===== config.mk =====
export PLATFORM = sky130hd
export DESIGN_NAME = param_sync_fifo_flat
export DESIGN_NICKNAME = d
export VERILOG_FILES = /design/src/rtl/fifo_pkg.sv /design/src/rtl/param_sync_fifo_if.sv /design/src/rtl/fifo_ram_dp.sv /design/src/rtl/param_sync_fifo.sv /design/src/flat_wrapper.sv
export SDC_FILE = /design/constraint.sdc
export NUM_CORES = 1
export LEC_CHECK = 0
export ABC_AREA = 0
export BUFFER_PORTS_ARGS = -buffer_cell sky130_fd_sc_hd__buf_2
export CAP_MARGIN = 10
export CELL_PAD_IN_SITES_DETAIL_PLACEMENT = 1
export CELL_PAD_IN_SITES_GLOBAL_PLACEMENT = 1
export CORE_MARGIN = 10
export CORE_UTILIZATION = 45
export CTS_BUF_LIST = sky130_fd_sc_hd__clkbuf_4 sky130_fd_sc_hd__clkbuf_8 sky130_fd_sc_hd__clkbuf_16
export DETAILED_ROUTE_END_ITERATION = 7
export GPL_TIMING_DRIVEN = 1
export PLACE_DENSITY_LB_ADDON = 0.1
export SLEW_MARGIN = 20
export SYNTH_ARGS = -nofsm -noshare
export SYNTH_HDL_FRONTEND = slang
export SYNTH_SLANG_ARGS = --single-unit

===== constraint.sdc =====
create_clock -name clk -period 3.3 [get_ports clk]
set_input_delay 0.33 -clock clk [delete_from_list [all_inputs] [get_ports clk]]
set_output_delay 0.33 -clock clk [all_outputs]
set_load 0.02 [all_outputs]

===== src/rtl/fifo_pkg.sv =====
// Shared definitions for the synchronous FIFO family: read-mode constants and
// constant helper functions used when sizing pointers and checking parameters.
package fifo_pkg;

    // Read-mode selectors for the FWFT parameter
    localparam int FWFT_OFF = 0;   // registered read: data one cycle after rd_en
    localparam int FWFT_ON  = 1;   // head word always visible, rd_en pops

    // Ceiling log2. Returns 0 for values of 0 or 1.
    function automatic int clog2(input int value);
        int result;
        int v;
        result = 0;
        v      = value - 1;
        while (v > 0) begin
            result = result + 1;
            v      = v >> 1;
        end
        return result;
    endfunction

    // True when value is a positive power of two.
    function automatic bit is_pow2(input int value);
        return (value > 0) && ((value & (value - 1)) == 0);
    endfunction

endpackage


===== src/rtl/param_sync_fifo_if.sv =====
// Handshake, data and status bundle of the synchronous FIFO.
// master = the agent that pushes and pops, slave = the FIFO itself.
interface param_sync_fifo_if
    import fifo_pkg::*;
#(
    parameter int DATA_W = 16,
    parameter int DEPTH  = 8
);
    localparam int AW = clog2(DEPTH);

    logic              wr_en;
    logic [DATA_W-1:0] wr_data;
    logic              rd_en;
    logic              clr_err;

    logic [DATA_W-1:0] rd_data;
    logic              rd_valid;
    logic              full;
    logic              empty;
    logic              almost_full;
    logic              almost_empty;
    logic [AW:0]       level;
    logic [AW:0]       free;
    logic              overflow;
    logic              underflow;

    modport master (
        output wr_en, wr_data, rd_en, clr_err,
        input  rd_data, rd_valid, full, empty, almost_full, almost_empty,
               level, free, overflow, underflow
    );

    modport slave (
        input  wr_en, wr_data, rd_en, clr_err,
        output rd_data, rd_valid, full, empty, almost_full, almost_empty,
               level, free, overflow, underflow
    );

endinterface


===== src/rtl/fifo_ram_dp.sv =====
// Storage array of the FIFO: one synchronous write port, one asynchronous
// read port. Contents are deliberately not reset.
module fifo_ram_dp
    import fifo_pkg::*;
#(
    parameter  int DATA_W = 16,
    parameter  int DEPTH  = 8,
    localparam int AW     = clog2(DEPTH)
) (
    input  logic              clk,
    input  logic              we,
    input  logic [AW-1:0]     waddr,
    input  logic [DATA_W-1:0] wdata,
    input  logic [AW-1:0]     raddr,
    output logic [DATA_W-1:0] rdata
);

    logic [DATA_W-1:0] mem [DEPTH];

    // Write port: store the word on the rising edge when enabled
    always_ff @(posedge clk) begin
        if (we) begin
            mem[waddr] <= wdata;
        end
    end

    assign rdata = mem[raddr];

endmodule


===== src/rtl/param_sync_fifo.sv =====
// Parameterised synchronous FIFO built on a circular buffer.
// Occupancy is tracked by a level register; all flags decode from it so they
// follow reset immediately. FWFT selects registered or fall-through reads.
module param_sync_fifo
    import fifo_pkg::*;
#(
    parameter int DATA_W   = 16,
    parameter int DEPTH    = 8,
    parameter int AF_LEVEL = DEPTH - 1,
    parameter int AE_LEVEL = 1,
    parameter int FWFT     = FWFT_OFF
) (
    input  logic                clk,
    input  logic                rst_n,
    param_sync_fifo_if.slave    bus
);

    localparam int AW = clog2(DEPTH);
    localparam int LW = AW + 1;

    localparam logic [LW-1:0] LEVEL_MAX = LW'(DEPTH);
    localparam logic [LW-1:0] AF_THRESH = LW'(AF_LEVEL);
    localparam logic [LW-1:0] AE_THRESH = LW'(AE_LEVEL);

    // Reject parameter sets the logic below cannot honour
    if (DATA_W < 1) begin : g_err_data_w
        $error("param_sync_fifo: DATA_W must be at least 1");
    end
    if (DEPTH < 2 || !is_pow2(DEPTH)) begin : g_err_depth
        $error("param_sync_fifo: DEPTH must be a power of two and at least 2");
    end
    if (AF_LEVEL < 1 || AF_LEVEL > DEPTH) begin : g_err_af
        $error("param_sync_fifo: AF_LEVEL must lie in 1..DEPTH");
    end
    if (AE_LEVEL < 0 || AE_LEVEL > DEPTH - 1) begin : g_err_ae
        $error("param_sync_fifo: AE_LEVEL must lie in 0..DEPTH-1");
    end
    if (FWFT != FWFT_OFF && FWFT != FWFT_ON) begin : g_err_fwft
        $error("param_sync_fifo: FWFT must be 0 or 1");
    end

    logic [AW-1:0]     wr_ptr;
    logic [AW-1:0]     rd_ptr;
    logic [LW-1:0]     level;
    logic              full;
    logic              empty;
    logic              rd_acc;
    logic              wr_acc;
    logic              wr_rej;
    logic              rd_rej;
    logic [DATA_W-1:0] head;

    assign full  = (level == LEVEL_MAX);
    assign empty = (level == '0);

    // A read needs data present; a write may use the slot a same-cycle read frees.
    // No bypass: a write into an empty FIFO is not readable in the same cycle.
    assign rd_acc = bus.rd_en && !empty;
    assign wr_acc = bus.wr_en && (!full || rd_acc);
    assign wr_rej = bus.wr_en && !wr_acc;
    assign rd_rej = bus.rd_en && !rd_acc;

    fifo_ram_dp #(
        .DATA_W (DATA_W),
        .DEPTH  (DEPTH)
    ) u_ram (
        .clk    (clk),
        .we     (wr_acc),
        .waddr  (wr_ptr),
        .wdata  (bus.wr_data),
        .raddr  (rd_ptr),
        .rdata  (head)
    );

    // Pointers advance only on accepted operations and wrap naturally at DEPTH
    always_ff @(posedge clk or negedge rst_n) begin
        if (!rst_n) begin
            wr_ptr <= '0;
            rd_ptr <= '0;
        end else begin
            if (wr_acc) begin
                wr_ptr <= wr_ptr + 1'b1;
            end
            if (rd_acc) begin
                rd_ptr <= rd_ptr + 1'b1;
            end
        end
    end

    // Occupancy: up on push only, down on pop only, hold otherwise
    always_ff @(posedge clk or negedge rst_n) begin
        if (!rst_n) begin
            level <= '0;
        end else begin
            case ({wr_acc, rd_acc})
                2'b10:   level <= level + 1'b1;
                2'b01:   level <= level - 1'b1;
                default: level <= level;
            endcase
        end
    end

    // Sticky error flags; a new error wins over a same-cycle clear
    always_ff @(posedge clk or negedge rst_n) begin
        if (!rst_n) begin
            bus.overflow  <= 1'b0;
            bus.underflow <= 1'b0;
        end else begin
            if (wr_rej) begin
                bus.overflow <= 1'b1;
            end else if (bus.clr_err) begin
                bus.overflow <= 1'b0;
            end
            if (rd_rej) begin
                bus.underflow <= 1'b1;
            end else if (bus.clr_err) begin
                bus.underflow <= 1'b0;
            end
        end
    end

    assign bus.level        = level;
    assign bus.free         = LEVEL_MAX - level;
    assign bus.full         = full;
    assign bus.empty        = empty;
    assign bus.almost_full  = (level >= AF_THRESH);
    assign bus.almost_empty = (level <= AE_THRESH);

    if (FWFT == FWFT_ON) begin : g_fwft
        // Head word is shown straight from storage; forced to zero while empty
        // so the output does not expose stale or unreset array contents.
        assign bus.rd_data  = empty ? '0 : head;
        assign bus.rd_valid = !empty;
    end else begin : g_reg_read
        logic [DATA_W-1:0] rd_data_q;
        logic              rd_valid_q;

        // Registered read: capture the head on an accepted pop, flag it for one cycle
        always_ff @(posedge clk or negedge rst_n) begin
            if (!rst_n) begin
                rd_data_q  <= '0;
                rd_valid_q <= 1'b0;
            end else begin
                rd_valid_q <= rd_acc;
                if (rd_acc) begin
                    rd_data_q <= head;
                end
            end
        end

        assign bus.rd_data  = rd_data_q;
        assign bus.rd_valid = rd_valid_q;
    end

endmodule


===== src/flat_wrapper.sv =====
// flat-port wrapper written by rule: the top's interface ports become plain ports
module param_sync_fifo_flat import fifo_pkg::*;
#(
    parameter int DATA_W   = 16,
    parameter int DEPTH    = 8,
    parameter int AF_LEVEL = DEPTH - 1,
    parameter int AE_LEVEL = 1,
    parameter int FWFT     = FWFT_OFF
)
  (clk, rst_n, bus_wr_en, bus_wr_data, bus_rd_en, bus_clr_err, bus_rd_data, bus_rd_valid, bus_full, bus_empty, bus_almost_full, bus_almost_empty, bus_level, bus_free, bus_overflow, bus_underflow);
  param_sync_fifo_if #(.DATA_W(DATA_W), .DEPTH(DEPTH)) bus_i ();
  input  logic clk;
  input  logic rst_n;
  input wire logic [$bits(bus_i.wr_en)-1:0] bus_wr_en;
  input wire logic [$bits(bus_i.wr_data)-1:0] bus_wr_data;
  input wire logic [$bits(bus_i.rd_en)-1:0] bus_rd_en;
  input wire logic [$bits(bus_i.clr_err)-1:0] bus_clr_err;
  output wire logic [$bits(bus_i.rd_data)-1:0] bus_rd_data;
  output wire logic [$bits(bus_i.rd_valid)-1:0] bus_rd_valid;
  output wire logic [$bits(bus_i.full)-1:0] bus_full;
  output wire logic [$bits(bus_i.empty)-1:0] bus_empty;
  output wire logic [$bits(bus_i.almost_full)-1:0] bus_almost_full;
  output wire logic [$bits(bus_i.almost_empty)-1:0] bus_almost_empty;
  output wire logic [$bits(bus_i.level)-1:0] bus_level;
  output wire logic [$bits(bus_i.free)-1:0] bus_free;
  output wire logic [$bits(bus_i.overflow)-1:0] bus_overflow;
  output wire logic [$bits(bus_i.underflow)-1:0] bus_underflow;
  assign bus_i.wr_en = bus_wr_en;
  assign bus_i.wr_data = bus_wr_data;
  assign bus_i.rd_en = bus_rd_en;
  assign bus_i.clr_err = bus_clr_err;
  assign bus_rd_data = bus_i.rd_data;
  assign bus_rd_valid = bus_i.rd_valid;
  assign bus_full = bus_i.full;
  assign bus_empty = bus_i.empty;
  assign bus_almost_full = bus_i.almost_full;
  assign bus_almost_empty = bus_i.almost_empty;
  assign bus_level = bus_i.level;
  assign bus_free = bus_i.free;
  assign bus_overflow = bus_i.overflow;
  assign bus_underflow = bus_i.underflow;
  param_sync_fifo #(.DATA_W(DATA_W), .DEPTH(DEPTH), .AF_LEVEL(AF_LEVEL), .AE_LEVEL(AE_LEVEL), .FWFT(FWFT)) u_core (.clk(clk), .rst_n(rst_n), .bus(bus_i));
endmodule

==> results.yml <==
clock_tree:
  cts_setup_buffers: 0
  cts_sinks: 157
  cts_buffers: 17
  cts_tree: "yes"
  clockBufferDepth: 2
  root_buffer: "clkbuf_16"
  clk_latency_ns: 0.42
  cts_resized: 0
  htreeDepth: 4
  clk_pin_slew_worst_paths_ns: 0.06
global_route:
  grt.overflow.total: 0
  grt_pass1_vias: 3846
  grt_max_degree: 36
  groute.usage.overall: 0.154
  grt_pass1_wl_um: 22700
  antenna_found_initial: 0
logic_synthesis:
  yosysSeqAreaShare: 0.729
  netlist_instances: 396
  synth-async-reset-ratio: 0.185
  syn-num-nets: 423
  synth_edf_count: 128
  postSynthAreaPerCell_um2: 15.8
  mappedNetlistArea_um2: 6270
  yosysUniqueCellTypes: 39
  yosys_most_used_dff: "edfxtp_1"
  synth-seq-cells: 157
  yosys_warnings: 0
setup_path:
  crit_arrival_ns: 2.51
  cp_slowest_cell: "dfrtp_1"
  max_stage_delay_ns: 0.47
  rrSetupSlack_ns: 0.90
  r2r-end: "u_core.u_ram.mem[7][11]"
  end_kind: "register"
  crit_chain: "inv_1 -> ha_1 -> and4bb_1 -> nor2_1 -> nand2_1 -> nor2_1 -> buf_4"
  crit_type: "reg -> reg"
  crit_path_frequent_cell: "nor2_1"
  critPathBufInv: 2
  cp_top_family: "simple AND/OR/NAND/NOR gates"
  r2r_cells: 7
  crit_path_max_fanout: 16
  worstPathRequired_ns: 3.40
  r2r_start: "u_core.bus.level[1]"
  startpoint_type: "register"
floorplan:
  die_h_um: 138
  pin_count: 52
  fp.dieW_um: 138
  start_util: 0.455
  die_area_um2: 19100
  core_um2: 13800
  num_rows: 43
finish:
  seq_area_um2: 4570
  num_antenna_cells: 0
  nNetsFinal: 484
  drive_above_1_share: 0.217
  utilization: 0.536
  multi_input_area_um2: 1570
  num-fill-cells: 1343
  syn_to_final_growth_pct: 17.6
hold_path:
  min_to: "u_core.u_ram.mem[7][8]"
  hp-class: "in -> reg"
  whs_path_depth: 1
  worstHoldStart: "bus_wr_data[8]"
sta:
  hold_slack_ns: 0.200
  period_share: 0.728
  hold_violations: 0
  worst_pin_slew_ns: 0.782
  fin_ws_ns: 0.898
  rsz0062_at_grt: "false"
  setup_viol: 0
  fin_crit_ns: 2.40
  drv_slew: 0
  fmax_mhz: 416
  finClkSkew_ns: 0.00691
  slew_headroom: 0.479
  setup_tns_ns: 0
route:
  viasPerCell: 5.34
  vias: 3468
  drtIter0Drc: 214
  drt_wl_total_um: 14100
  dr.pass1.iters: 4
  wl_per_cell_um: 21.7
  antenna_left: 0
  drc_errors: 0
power_and_ir_drop:
  finalPower_uw: 6980
  p_per_area_nw_per_um2: 947
  power_leakage_uw: 0.00289
  vdd_drop_max_mv: 0.410
outcome:
  status: "finished clean"
placement:
  hpwl_um: 9050
  gp_congestion: 0.767
  dp_slack_ns: 0.902
  portBuffers: 51
flow_run:
  maxCapViolations: 0
==> worst max-delay path by stage <==
stage / from / end / slack [ns] / cells past startpoint
after floorplan: u_core.bus.level[1] / u_core.u_ram.mem[0][0] / 0.21 / 5
after global placement: u_core.bus.level[1] / u_core.u_ram.mem[7][15] / 1.00 / 7
after detailed placement: u_core.bus.level[0] / u_core.u_ram.mem[7][15] / 0.90 / 7
after CTS: u_core.bus.level[1] / bus_empty / 0.86 / 5
after global routing: u_core.bus.level[1] / u_core.u_ram.mem[7][4] / 0.66 / 7
final: u_core.bus.level[1] / u_core.u_ram.mem[7][11] / 0.90 / 7
==> where the power goes <==
group	internal [µW]	leakage, µW	switching (µW)
logic	806	0.00108	1270
registers	2570	0.00151	314
clock network	1270	0.000301	755
total	4640	0.00289	2340
==> kinds of logic (layout without fill, tap and decap cells) <==
logic type,Yosys count,count (layout),share of synthesized area
adder cells (fa/ha/maj),7,7,0.0136
AO/OA/AOI/OAI,44,44,0.0519
flip-flops,157,157,0.729
buffers and inverters,29,103,0.0224
multiplexers,66,66,0.108
XOR/XNOR,8,8,0.0112
AND/OR/NAND/NOR,85,85,0.0647
==> repair_timing <==
item | in CTS | in global routing
endpoints found under the setup margin | 0 | 0
hold buffers | 1 | 0
endpoints found under the hold margin | 26 | 0
==> sequential cells by signal, indices dropped and copies added, names as in the netlist <==
signal                count
u_core.bus.rd_data       16
u_core.wr_ptr             3
u_core.bus.level          4
u_core.bus.underflow      1
u_core.bus.overflow       1
u_core.bus.rd_valid       1
u_core.u_ram.mem        128
u_core.rd_ptr             3
==> layout by cell type (no fill, tap or decap), types with 3 or more instances in the layout <==
master,instances
mux2i_1,64
a22oi_1,32
clkbuf_16,17
nand2b_1,3
edfxtp_1,128
clkinv_2,5
dfrtp_1,28
xnor2_1,6
ha_1,6
buf_2,51
nand2_1,40
inv_1,5
nand3_1,17
buf_4,11
bufinv_16,4
nor2b_1,3
nor2_1,11
==> cell type report <==
type,count,share of cell area
repair buffers,64,0.0499
clock buffers,19,0.0597
flip-flops and latches,157,0.620
clock inverters,13,0.0234
inverters,7,0.00356
well taps,180,0.0305
multi-input cells,210,0.213
==> layer usage <==
metal / up-vias / global-route usage / part of all wire
met1: 1741 / 0.202 / 0.45
met3: 14 / 0.0493 / 0.062
met4: 0 / 0.0622 / 0.016
li1: 1624 / - / -
met2: 89 / 0.232 / 0.47
met5: - / 0 / 0
==> cell usage after synthesis, types with 2 or more instances <==
| library cell | instances | area share |
|---|---|---|
| inv_2 | 2 | 0.0012 |
| dfrtp_1 | 29 | 0.12 |
| a21oi_1 | 2 | 0.0016 |
| mux2i_1 | 64 | 0.10 |
| inv_1 | 5 | 0.0030 |
| a22o_1 | 2 | 0.0028 |
| xor2_1 | 2 | 0.0028 |
| a22oi_1 | 32 | 0.038 |
| nor3_1 | 4 | 0.0032 |
| nand2_1 | 40 | 0.024 |
| edfxtp_1 | 128 | 0.61 |
| nor2b_1 | 3 | 0.0030 |
| buf_1 | 2 | 0.0012 |
| buf_6 | 2 | 0.0036 |
| ha_1 | 6 | 0.012 |
| nor2_1 | 11 | 0.0066 |
| o21ai_1 | 2 | 0.0016 |
| buf_2 | 10 | 0.0080 |
| clkbuf_1 | 7 | 0.0042 |
| xnor2_1 | 6 | 0.0084 |
| nand2b_1 | 3 | 0.0030 |
| nand3_1 | 17 | 0.014 |
==> stage by stage <==
step,instances,instance area [µm²]
finish,650,7380
global placement,617,6750
detailed placement,617,6750
floorplan,396,6270
global route,650,7380
CTS,650,7380
Power figures use the tool's default switching activity.
